$ cat src/rtl/trace_drain_pkg.sv
// Trace ring CSR window map, STATUS field positions and CTRL bit positions shared with the ring.
package trace_drain_pkg;

  localparam int CSR_ADDR_W = 16;

  localparam logic [CSR_ADDR_W-1:0] CARBON_CSR_TRACE_CTL    = 16'h0140;
  localparam logic [CSR_ADDR_W-1:0] CARBON_CSR_TRACE_STATUS = CARBON_CSR_TRACE_CTL + 16'd1;
  localparam logic [CSR_ADDR_W-1:0] CARBON_CSR_TRACE_DATA0  = CARBON_CSR_TRACE_CTL + 16'd4;

  localparam int TRACE_STATUS_NEMPTY_BIT = 0;
  localparam int TRACE_STATUS_FULL_BIT   = 1;
  localparam int TRACE_STATUS_CNT_LSB    = 8;

  typedef enum int unsigned {
    TRACE_CTRL_EN_BIT  = 0,
    TRACE_CTRL_CLR_BIT = 1
  } trace_ctrl_bit_e;

  function automatic logic [31:0] trace_ctrl_word(input logic en, input logic clr);
    logic [31:0] w;
    w = '0;
    w[int'(TRACE_CTRL_EN_BIT)]  = en;
    w[int'(TRACE_CTRL_CLR_BIT)] = clr;
    return w;
  endfunction

endpackage

$ cat src/rtl/csr_if.sv
// Single-outstanding CSR bus: request channel and response channel, each valid/ready.
interface csr_if #(
  parameter int ADDR_W = 16,
  parameter int DATA_W = 32
) ();
  logic              req_valid;
  logic              req_ready;
  logic [ADDR_W-1:0] req_addr;
  logic              req_write;
  logic [DATA_W-1:0] req_wdata;
  logic              rsp_valid;
  logic              rsp_ready;
  logic [DATA_W-1:0] rsp_rdata;
  logic              rsp_fault;
  logic              rsp_side_effect;

  modport master (
    output req_valid, req_addr, req_write, req_wdata, rsp_ready,
    input  req_ready, rsp_valid, rsp_rdata, rsp_fault, rsp_side_effect
  );

  modport slave (
    input  req_valid, req_addr, req_write, req_wdata, rsp_ready,
    output req_ready, rsp_valid, rsp_rdata, rsp_fault, rsp_side_effect
  );
endinterface

$ cat src/rtl/trace_drain.sv
// Drains the trace ring over CSR (enable, poll STATUS, read DATA0..3) and emits whole records; one CSR op in flight.
// Start to first CTRL request is one cycle; EMIT holds out_valid/out_data with no CSR traffic until out_ready.
module trace_drain
  import trace_drain_pkg::*;
#(
  parameter int REC_W      = 128,
  parameter int CSR_DATA_W = 32,
  parameter int CNT_W      = 5,
  parameter int POLL_GAP   = 16
) (
  input  logic             clk,
  input  logic             rst_n,
  csr_if.master            csr,
  input  logic             start,
  input  logic             stop,
  input  logic             clear_on_start,
  output logic             out_valid,
  input  logic             out_ready,
  output logic [REC_W-1:0] out_data,
  output logic             busy,
  output logic             err,
  output logic [31:0]      rec_count
);

  localparam logic [3:0] S_IDLE     = 4'd0;
  localparam logic [3:0] S_EN_REQ   = 4'd1;
  localparam logic [3:0] S_EN_RSP   = 4'd2;
  localparam logic [3:0] S_POLL_REQ = 4'd3;
  localparam logic [3:0] S_POLL_RSP = 4'd4;
  localparam logic [3:0] S_GAP      = 4'd5;
  localparam logic [3:0] S_RD_REQ   = 4'd6;
  localparam logic [3:0] S_RD_RSP   = 4'd7;
  localparam logic [3:0] S_EMIT     = 4'd8;
  localparam logic [3:0] S_DIS_REQ  = 4'd9;
  localparam logic [3:0] S_DIS_RSP  = 4'd10;
  localparam logic [3:0] S_ERR      = 4'd11;

  localparam int              GAP_W    = (POLL_GAP > 1) ? $clog2(POLL_GAP) : 1;
  localparam logic [GAP_W-1:0] GAP_LOAD = GAP_W'(POLL_GAP - 1);

  logic [3:0]            state_q, state_d;
  logic                  req_valid_q, req_write_q, rsp_ready_q;
  logic [CSR_ADDR_W-1:0] req_addr_q;
  logic [CSR_DATA_W-1:0] req_wdata_q;
  logic [1:0]            w_q, w_d;
  logic [CNT_W-1:0]      pend_q;
  logic [GAP_W-1:0]      gap_q;
  logic                  stop_q, err_q;
  logic [31:0]           rec_count_q;
  logic [127:0]          rec_q;

  logic             req_fire, rsp_fire, out_fire, stop_pend;
  logic             idle_start, launch, rd_ok;
  logic [CNT_W-1:0] status_cnt;

  assign req_fire   = req_valid_q && csr.req_ready;
  assign rsp_fire   = rsp_ready_q && csr.rsp_valid;
  assign out_fire   = (state_q == S_EMIT) && out_ready;
  assign stop_pend  = stop_q || stop;
  assign idle_start = ((state_q == S_IDLE) || (state_q == S_ERR)) && start;
  assign rd_ok      = (state_q == S_RD_RSP) && rsp_fire && !csr.rsp_fault;
  assign status_cnt = csr.rsp_rdata[TRACE_STATUS_CNT_LSB +: CNT_W];

  always_comb begin
    state_d = state_q;
    w_d     = w_q;
    case (state_q)
      S_IDLE, S_ERR: if (start) begin
        state_d = S_EN_REQ;
        w_d     = 2'd0;
      end
      S_EN_REQ:   if (req_fire) state_d = S_EN_RSP;
      S_EN_RSP:   if (rsp_fire) state_d = csr.rsp_fault ? S_ERR : S_POLL_REQ;
      S_POLL_REQ: if (req_fire) state_d = S_POLL_RSP;
      S_POLL_RSP: if (rsp_fire) begin
        if (csr.rsp_fault)          state_d = S_ERR;
        else if (stop_pend)         state_d = S_DIS_REQ;
        else if (status_cnt == '0)  state_d = S_GAP;
        else                        state_d = S_RD_REQ;
      end
      S_GAP: begin
        if (stop_pend)          state_d = S_DIS_REQ;
        else if (gap_q == '0)   state_d = S_POLL_REQ;
      end
      S_RD_REQ:   if (req_fire) state_d = S_RD_RSP;
      S_RD_RSP: if (rsp_fire) begin
        // A faulted DATA0 read is an empty-ring underflow, not a protocol error.
        if (csr.rsp_fault)     state_d = (w_q == 2'd0) ? S_POLL_REQ : S_ERR;
        else begin
          w_d     = w_q + 2'd1;
          state_d = (w_q == 2'd3) ? S_EMIT : S_RD_REQ;
        end
      end
      S_EMIT: if (out_ready) begin
        if (stop_pend)                   state_d = S_DIS_REQ;
        else if (pend_q > CNT_W'(1))     state_d = S_RD_REQ;
        else                             state_d = S_POLL_REQ;
      end
      S_DIS_REQ:  if (req_fire) state_d = S_DIS_RSP;
      S_DIS_RSP:  if (rsp_fire) state_d = csr.rsp_fault ? S_ERR : S_IDLE;
      default:    state_d = S_IDLE;
    endcase
  end

  assign launch = (state_d != state_q) &&
                  (state_d inside {S_EN_REQ, S_POLL_REQ, S_RD_REQ, S_DIS_REQ});

  always_ff @(posedge clk) begin
    if (!rst_n) begin
      state_q     <= S_IDLE;
      req_valid_q <= 1'b0;
      req_write_q <= 1'b0;
      req_addr_q  <= '0;
      req_wdata_q <= '0;
      rsp_ready_q <= 1'b0;
      w_q         <= '0;
      pend_q      <= '0;
      gap_q       <= '0;
      stop_q      <= 1'b0;
      err_q       <= 1'b0;
      rec_count_q <= '0;
      rec_q       <= '0;
    end else begin
      state_q     <= state_d;
      w_q         <= w_d;
      rsp_ready_q <= state_d inside {S_EN_RSP, S_POLL_RSP, S_RD_RSP, S_DIS_RSP};

      if (launch) begin
        req_valid_q <= 1'b1;
        case (state_d)
          S_EN_REQ: begin
            req_addr_q  <= CARBON_CSR_TRACE_CTL;
            req_write_q <= 1'b1;
            req_wdata_q <= CSR_DATA_W'(trace_ctrl_word(1'b1, clear_on_start));
          end
          S_DIS_REQ: begin
            req_addr_q  <= CARBON_CSR_TRACE_CTL;
            req_write_q <= 1'b1;
            req_wdata_q <= '0;
          end
          S_POLL_REQ: begin
            req_addr_q  <= CARBON_CSR_TRACE_STATUS;
            req_write_q <= 1'b0;
            req_wdata_q <= '0;
          end
          default: begin
            req_addr_q  <= CARBON_CSR_TRACE_DATA0 + CSR_ADDR_W'(w_d);
            req_write_q <= 1'b0;
            req_wdata_q <= '0;
          end
        endcase
      end else if (req_fire) begin
        req_valid_q <= 1'b0;
      end

      // A start+stop in the same cycle keeps the stop, so the block enables, polls once and disables.
      if (idle_start) begin
        stop_q <= stop;
        err_q  <= 1'b0;
      end else if ((state_q == S_IDLE) || (state_d == S_IDLE)) begin
        stop_q <= 1'b0;
      end else if (stop) begin
        stop_q <= 1'b1;
      end

      if ((state_d == S_ERR) && (state_q != S_ERR)) err_q <= 1'b1;

      if ((state_q == S_POLL_RSP) && rsp_fire && !csr.rsp_fault) pend_q <= status_cnt;
      else if (out_fire)                                       pend_q <= pend_q - CNT_W'(1);

      if ((state_d == S_GAP) && (state_q != S_GAP))  gap_q <= GAP_LOAD;
      else if ((state_q == S_GAP) && (gap_q != '0))  gap_q <= gap_q - GAP_W'(1);

      if (rd_ok)    rec_q[{w_q, 5'b0} +: 32] <= csr.rsp_rdata;
      if (out_fire) rec_count_q <= rec_count_q + 32'd1;
    end
  end

  assign csr.req_valid = req_valid_q;
  assign csr.req_addr  = req_addr_q;
  assign csr.req_write = req_write_q;
  assign csr.req_wdata = req_wdata_q;
  assign csr.rsp_ready = rsp_ready_q;

  assign out_valid = (state_q == S_EMIT);
  assign out_data  = rec_q[REC_W-1:0];
  assign busy      = (state_q != S_IDLE);
  assign err       = err_q;
  assign rec_count = rec_count_q;

  logic unused_side_effect;
  assign unused_side_effect = &{1'b0, csr.rsp_side_effect};

endmodule

$ cat src/flat_wrapper.sv
// flat-port wrapper written by rule: the top's interface ports become plain ports
module trace_drain_flat import trace_drain_pkg::*;
#(
  parameter int REC_W      = 128,
  parameter int CSR_DATA_W = 32,
  parameter int CNT_W      = 5,
  parameter int POLL_GAP   = 16
)
  (clk, rst_n, start, stop, clear_on_start, out_valid, out_ready, out_data, busy, err, rec_count, csr_req_valid, csr_req_addr, csr_req_write, csr_req_wdata, csr_rsp_ready, csr_req_ready, csr_rsp_valid, csr_rsp_rdata, csr_rsp_fault, csr_rsp_side_effect);
  csr_if #(.ADDR_W(CSR_ADDR_W), .DATA_W(32)) csr_i ();
  input  logic clk;
  input  logic rst_n;
  input  logic start;
  input  logic stop;
  input  logic clear_on_start;
  output logic out_valid;
  input  logic out_ready;
  output logic [REC_W-1:0] out_data;
  output logic busy;
  output logic err;
  output logic [31:0] rec_count;
  output wire logic [$bits(csr_i.req_valid)-1:0] csr_req_valid;
  output wire logic [$bits(csr_i.req_addr)-1:0] csr_req_addr;
  output wire logic [$bits(csr_i.req_write)-1:0] csr_req_write;
  output wire logic [$bits(csr_i.req_wdata)-1:0] csr_req_wdata;
  output wire logic [$bits(csr_i.rsp_ready)-1:0] csr_rsp_ready;
  input wire logic [$bits(csr_i.req_ready)-1:0] csr_req_ready;
  input wire logic [$bits(csr_i.rsp_valid)-1:0] csr_rsp_valid;
  input wire logic [$bits(csr_i.rsp_rdata)-1:0] csr_rsp_rdata;
  input wire logic [$bits(csr_i.rsp_fault)-1:0] csr_rsp_fault;
  input wire logic [$bits(csr_i.rsp_side_effect)-1:0] csr_rsp_side_effect;
  assign csr_req_valid = csr_i.req_valid;
  assign csr_req_addr = csr_i.req_addr;
  assign csr_req_write = csr_i.req_write;
  assign csr_req_wdata = csr_i.req_wdata;
  assign csr_rsp_ready = csr_i.rsp_ready;
  assign csr_i.req_ready = csr_req_ready;
  assign csr_i.rsp_valid = csr_rsp_valid;
  assign csr_i.rsp_rdata = csr_rsp_rdata;
  assign csr_i.rsp_fault = csr_rsp_fault;
  assign csr_i.rsp_side_effect = csr_rsp_side_effect;
  trace_drain #(.REC_W(REC_W), .CSR_DATA_W(CSR_DATA_W), .CNT_W(CNT_W), .POLL_GAP(POLL_GAP)) u_core (.clk(clk), .rst_n(rst_n), .csr(csr_i), .start(start), .stop(stop), .clear_on_start(clear_on_start), .out_valid(out_valid), .out_ready(out_ready), .out_data(out_data), .busy(busy), .err(err), .rec_count(rec_count));
endmodule
$ cat config.mk
export PLATFORM = sky130hd
export DESIGN_NAME = trace_drain_flat
export DESIGN_NICKNAME = d
export VERILOG_FILES = /design/src/rtl/trace_drain_pkg.sv /design/src/rtl/csr_if.sv /design/src/rtl/trace_drain.sv /design/src/flat_wrapper.sv
export SDC_FILE = /design/constraint.sdc
export NUM_CORES = 1
export LEC_CHECK = 0
export CAP_MARGIN = 20
export CORE_MARGIN = 10
export CORE_UTILIZATION = 42
export DETAILED_ROUTE_END_ITERATION = 8
export GPL_TIMING_DRIVEN = 0
export PLACE_DENSITY = 0.8
export SYNTH_ARGS = -nofsm -noshare
export SYNTH_HDL_FRONTEND = slang
export SYNTH_SLANG_ARGS = --single-unit
$ cat constraint.sdc
create_clock -name clk -period 2.5 [get_ports clk]
set_input_delay 0.625 -clock clk [delete_from_list [all_inputs] [get_ports clk]]
set_output_delay 0.625 -clock clk [all_outputs]
set_load 0.01 [all_outputs]
**Yosys cells after proc, flatten, opt, wreduce, memory -nomap -nowiden**

Index checks and enable logic that the tools add are counted.

- Add/sub/neg operators: 6
- Order comparisons: 1
- Equality and inequality tests: 25
- Shift-type cells: 2
- Muxes and demuxes: 42
- Reduce and logical (&&, ||, !) cells: 32

Operators with widths:

| operator | number |
|---|---|
| 128-bit bitwise mux | 1 |
| 32-bit by 9-bit variable shift with 128-bit output, first input constant | 1 |
| 32-bit by 9-bit indexed part select with 128-bit output | 1 |
| 4-bit two-way mux | 22 |
| 4-bit one-hot mux with 11 select lines | 1 |
| 32-bit by 1-bit adder with 32-bit output, second input constant | 1 |
| 4-bit by 3-bit == test with 1-bit output, second input constant | 8 |
| 16-bit one-hot mux with 2 select lines | 1 |
| 4-bit == test, second input constant | 7 |
| 4-bit by 2-bit == test with 1-bit output, second input constant | 4 |
| 4-bit nonzero test | 4 |
| 1-bit logical AND | 12 |
| 4-bit zero test | 3 |
| 9-bit by 2-bit adder with 10-bit output, first input constant | 1 |
| 2-bit two-way mux | 5 |
| 5-bit two-way mux | 2 |
| 7-bit negation with 9-bit output | 1 |
| 4-bit by 1-bit == test with 1-bit output, second input constant | 2 |
| 1-bit two-way mux | 8 |
| 2-bit nonzero test | 4 |
| 5-bit by 1-bit greater-than comparator with 1-bit output, second input constant | 1 |
| 5-bit zero test | 1 |
| 5-bit by 1-bit subtractor with 5-bit output, second input constant | 1 |
| 4-bit by 3-bit != test with 1-bit output, second input constant | 1 |
| 12 further kinds | 15 |

- Register bits: 228
- Input port bits: 42
- Word-level logic and storage cells: 121

**Depth between registers and ports, before layout**

- Depth after elaboration: 10
- Depth in mapped cells: 11
- Gate-level depth less buffers: 9

**Least setup slack after synthesis**

Ideal clock, no wire load.

- Path type: in2reg
- Start point: input csr_rsp_rdata[12]
- End point: register u_core.req_addr_q[1] (netlist: u_core.csr.req_addr[1])
- Setup time: 0.116 ns
- Arrival time: 2.370 ns
- Data required time: 2.384 ns
- Slack: 0.014 ns
- Stages on the path: 7
- Buffers on the path: 0
- Path through: or4_1 o2111ai_2 nand2_2 nor3b_4 o21ba_1 nand3b_4 a41o_1

- Longest elaborated chain between the ends: 9
- Elaborated cells on any way between the ends: 15
- Those cells by class: 5 x eq/ne; 6 x mux; 4 x reduce/logical

RTL lines:

| item | RTL line | source |
|---|---|---|
| from (decl) | flat_wrapper.sv:29 | `input wire logic [$bits(csr_i.rsp_rdata)-1:0] csr_rsp_rdata;` |
| 5-bit zero test (*) | trace_drain.sv:78 | `else if (status_cnt == '0) state_d = S_GAP;` |
| 2-bit two-way mux (*) | trace_drain.sv:78 |  |
| 4-bit two-way mux (*) | trace_drain.sv:77 | `else if (stop_pend) state_d = S_DIS_REQ;` |
| 4-bit two-way mux (*) | trace_drain.sv:76 | `if (csr.rsp_fault) state_d = S_ERR;` |
| 4-bit two-way mux (*) | trace_drain.sv:75 | `S_POLL_RSP: if (rsp_fire) begin` |
| 4-bit one-hot mux with 11 select lines (*) | trace_drain.sv:67 | `case (state_q)` |
| 4-bit == test, or another cell as far along | trace_drain.sv:106, trace_drain.sv:130 |  |
| 2-bit OR reduction (no line) or 4-bit nonzero test (tied branches) | -- |  |
| 16-bit one-hot mux with 2 select lines or 1-bit logical AND (tied branches) | trace_drain.sv:130, trace_drain.sv:105 |  |
| to (signal assigned) | trace_drain.sv:147 | `req_addr_q <= CARBON_CSR_TRACE_DATA0 + CSR_ADDR_W'(w_d);` |
| to (decl) | trace_drain.sv:43 | `logic [CSR_ADDR_W-1:0] req_addr_q;` |

Mark *: on every way between the ends. The rest lies on a longest branch, timed or not.
A chain may end at the register's enable or synchronous reset.

**Final worst setup path**

- Start point: register u_core.state_q[0]
- End point: register u_core.req_addr_q[0] (netlist: u_core.csr.req_addr[0])

- Longest elaborated chain between the ends: 6
- Elaborated cells on any way between the ends: 37
- Those cells by class: 1 x add/sub; 16 x eq/ne; 15 x mux; 5 x reduce/logical

RTL lines:

| item | RTL line | source |
|---|---|---|
| from (decl) | trace_drain.sv:41 | `logic [3:0] state_q, state_d;` |
| from (signal assigned) | trace_drain.sv:124 | `state_q <= state_d;` |
| parallel branches: the longest is 6 deep, another holds 9-bit by 2-bit adder with 10-bit output | -- |  |

Parallel ways; which one is timed is not known.

==> results.yml <==
run_status:
  status: "finished clean"
global_route:
  grt_pass1_vias: 7907
  grt-ovfl-total: 0
  grtUsageMet2_pct: 34.3
  grt_pass1_wl_um: 43400
  busiest_layer: "met2"
  met3_usage_pct: 9.25
  grtUsageMet1_pct: 23.9
  antenna_found_initial: 0
  grt_max_degree: 20
  grt_util_all_layers_pct: 20.9
power_and_ir_drop:
  p_sw_share_pct: 26.4
  power_frac_clock_pct: 43.1
  seqPwrFrac_pct: 48.4
  vdd_drop_max_v: 0.000454
  p_sw_w: 0.00163
  p_leak_nw: 4.27
  p_per_area_nw_per_um2: 524
  internal_power_w: 0.00455
  p_comb_share_pct: 8.6
timing:
  slew_headroom_pct: 45.7
  max_freq_ghz: 0.402
  period_minus_slack_ns: 2.49
  final-setup-viol-count: 0
  rsz0062_at_grt: "true"
  slew_viol_final: 0
  finClkSkew_ns: 0.0234
  worst_pin_slew_ns: 0.815
  hold_violations: 0
  fin_crit_sh_pct: 99.6
yosys:
  yosys_warnings: 0
  synth_edf_count: 0
  avgSynthCellArea_um2: 8.13
  synthMostInstantiatedCell: "dfxtp_1"
  synth_area_leader_cell: "dfxtp_1"
  synth_area_um2: 8260
  netlist.area_leader.share_pct: 45.1
  async_flop_share_pct: 0
  synth_cell_types: 75
  synth_commonest_cells: "dfxtp_1 (186), nand2_1 (168), a21oi_1 (153)"
  synth_ff_type: "dfxtp_1"
  synth_cells: 1016
  ys_top_cells_by_area: "dfxtp_1 (45%), a21oi_1 (9.3%), nand3_1 (8.7%)"
  ys_ff_latch: 186
  ys_seq_area_share_pct: 45.1
detailed_routing:
  route.detailed.drc: 0
  drt-vias-per-instance: 5.19
  detail-route-antenna-nets: 0
  drt_iter0_markers: 568
  drt-total-wl_um: 28400
  num_vias: 8230
  first_pass_iters: 5
  wl_per_cell_um: 17.9
final_layout:
  fin_nets: 1360
  drive_gt1_share_pct: 13.1
  fill_cells: 1724
  fin_cells: 1587
  area_growth_pct: 42.9
  fin_util_pct: 60.9
floorplanning:
  fp.dieH_um: 160
  io_pins: 256
  fp.coreArea_um2: 19400
  die_w_um: 160
  die-area_um2: 25700
  initial_utilization_pct: 42.6
  row_count: 51
critical_path:
  path_max_fanout: 8
  regToRegSetupSlack_ns: 0.009
  worstPathRequired_ns: 2.78
  criticalPathCategory: "flop to flop"
  cp_cell_sequence: "buf_6 -> buf_6 -> buf_8 -> a32o_2 -> a222oi_1 -> nand3_1 -> buf_4 -> or3_4 -> o21ai_2 -> a221oi_2"
  critPathArrivalTime_ns: 2.77
  slowest_stage: "a222oi_1"
  start_kind: "flop"
  end_kind: "flop"
  slowest_delay_ns: 0.40
  cpMostUsedCell: "buf_6"
min_path:
  hp-class: "flop to flop"
clocking:
  cts.path.max_buffers: 2
  cts_tree: "yes"
  cts_root_buf: "clkbuf_16"
  worstSkewPairLatency_ns: 0.44
  clkSinkCount: 186
  numCtsBuffers: 17
  cts.reportedPaths.clkPinSlew_ns: 0.08
  cts_htree_levels: 4
job:
  drv_cap: 0
placement:
  routabilityCongestion: 0.927
  dp_hpwl_um: 21000
  placedCellCount: 1533
  io_buffers: 212
==> cells in the final DEF (no fill, tap or decap), types with 3 or more instances in the layout <==
cell,Yosys,final
nor2_1,47,46
nand4_1,10,10
and3_1,7,7
clkdlybuf4s50_1,0,201
or3_1,9,8
xnor2_1,14,14
buf_6,2,7
buf_4,45,65
clkbuf_2,0,8
dfxtp_1,186,180
clkbuf_4,0,4
and2_1,14,13
inv_8,0,6
nor3b_1,8,5
clkinv_8,0,3
clkbuf_1,52,44
xor2_1,15,15
dfxtp_2,0,5
nand2_1,168,167
nor3_4,0,3
a31oi_1,4,4
nand3b_1,4,4
a21oi_1,153,152
nand3_1,143,143
and4_1,3,3
o21ai_1,4,3
o21ai_0,14,13
dlymetal6s2s_1,0,4
dlygate4sd2_1,0,5
inv_1,14,13
clkbuf_16,0,17
nor3_1,7,4
o211ai_1,3,3
clkinv_2,0,3
conb_1,1,41
ha_1,10,9
buf_2,16,8
nor3b_2,0,3
nor2b_1,5,5
==> sequential cells by signal, summed over array words and instances (netlist names) <==
register,flops
u_core.out_data,128
u_core.rec_count,32
u_core.pend_q,5
u_core.csr.req_addr,4
u_core.gap_q,4
u_core.state_q,4
u_core.csr.req_wdata,2
u_core.w_q,2
u_core.csr.req_valid,1
u_core.csr.req_write,1
u_core.csr.rsp_ready,1
u_core.err,1
u_core.stop_q,1
==> per-stage QoR <==
stage	worst slack [ns]	hold WS [ns]	TNS [ns]	cell area [µm²]	power [W]
2_1_floorplan	0.0136	0.459	0	8410	0.00331
3_3_place_gp	-0.894	0.436	-77.62	10900	0.00352
3_5_place_dp	-0.945	0.442	-78.06	10900	0.00352
4_1_cts	-0.0915	0.452	-2.36	11600	0.00617
5_1_grt	-0.105	0.471	-0.505	11800	0.00640
6_report	0.00936	0.451	0	11800	0.00618
==> power groups by stage <==
stage,combinational [W],sequential [W],clock (W)
after detailed placement,0.000465,0.00306,0
final,0.000529,0.00299,0.00266
after global placement,0.000464,0.00306,0
after global routing,0.000565,0.00299,0.00284
after CTS,0.000480,0.00299,0.00270
after floorplan,0.000248,0.00306,0
==> timing repair <==
item | CTS | global route
pin swaps | 6 | 8
setup endpoints to repair | 112 | 138
hold buffers | 0 | 0
setup buffers | 7 | 18
gates cloned | 0 | 0
resized for setup | 21 | 59
==> logic make-up after synthesis <==
logic type / Yosys count / synth area share (%)
DFF: 186 / 45.1
other: 1 / 0.0454
AOI/OAI and AO/OA: 209 / 14.4
buffers and inverters: 129 / 8.33
and+or+nand+nor: 448 / 27.0
adders and majority gates: 10 / 1.51
xor gates and xnor gates: 29 / 3.07
muxes: 4 / 0.560
==> final timing paths <==
| path | start | to | depth (start not counted) |
|---|---|---|---|
| worst min register to register | u_core.out_data[95] | u_core.out_data[95] | 2 |
| worst min-delay path | u_core.out_data[95] | u_core.out_data[95] | 2 |
| worst max register to register | u_core.state_q[0] | u_core.csr.req_addr[0] | 10 |
| worst max-delay path | u_core.state_q[0] | u_core.csr.req_addr[0] | 10 |
==> cell type report <==
type	instances	area (µm²)	share of cell area [%]
Clock inverter	15	156	1.32
Clock buffer	17	425	3.60
Buffer	112	667	5.65
Sequential cell	186	3730	31.6
Tap cell	265	332	2.81
Multi-Input combinational cell	741	4120	34.9
Timing Repair Buffer	236	2320	19.6
Antenna cell	1	2.50	0.0212
Inverter	14	52.6	0.445
==> worst max-delay path: cells and delay by family (launching register included) <==
family                 cells  cell delay [ns]
flip-flops                 1             0.32
AO/OA/AOI/OAI              4             0.84
AND/OR/NAND/NOR            2             0.60
buffers and inverters      4             0.55
==> routing by layer <==
| layer | share of wire [%] | vias to the layer above |
|---|---|---|
| met3 | 11 | 42 |
| met4 | 2.0 | 0 |
| met2 | 47 | 344 |
| met5 | 0 | - |
| met1 | 39 | 3822 |
| li1 | - | 4022 |
Note: power is estimated with default switching activity, not from simulation.
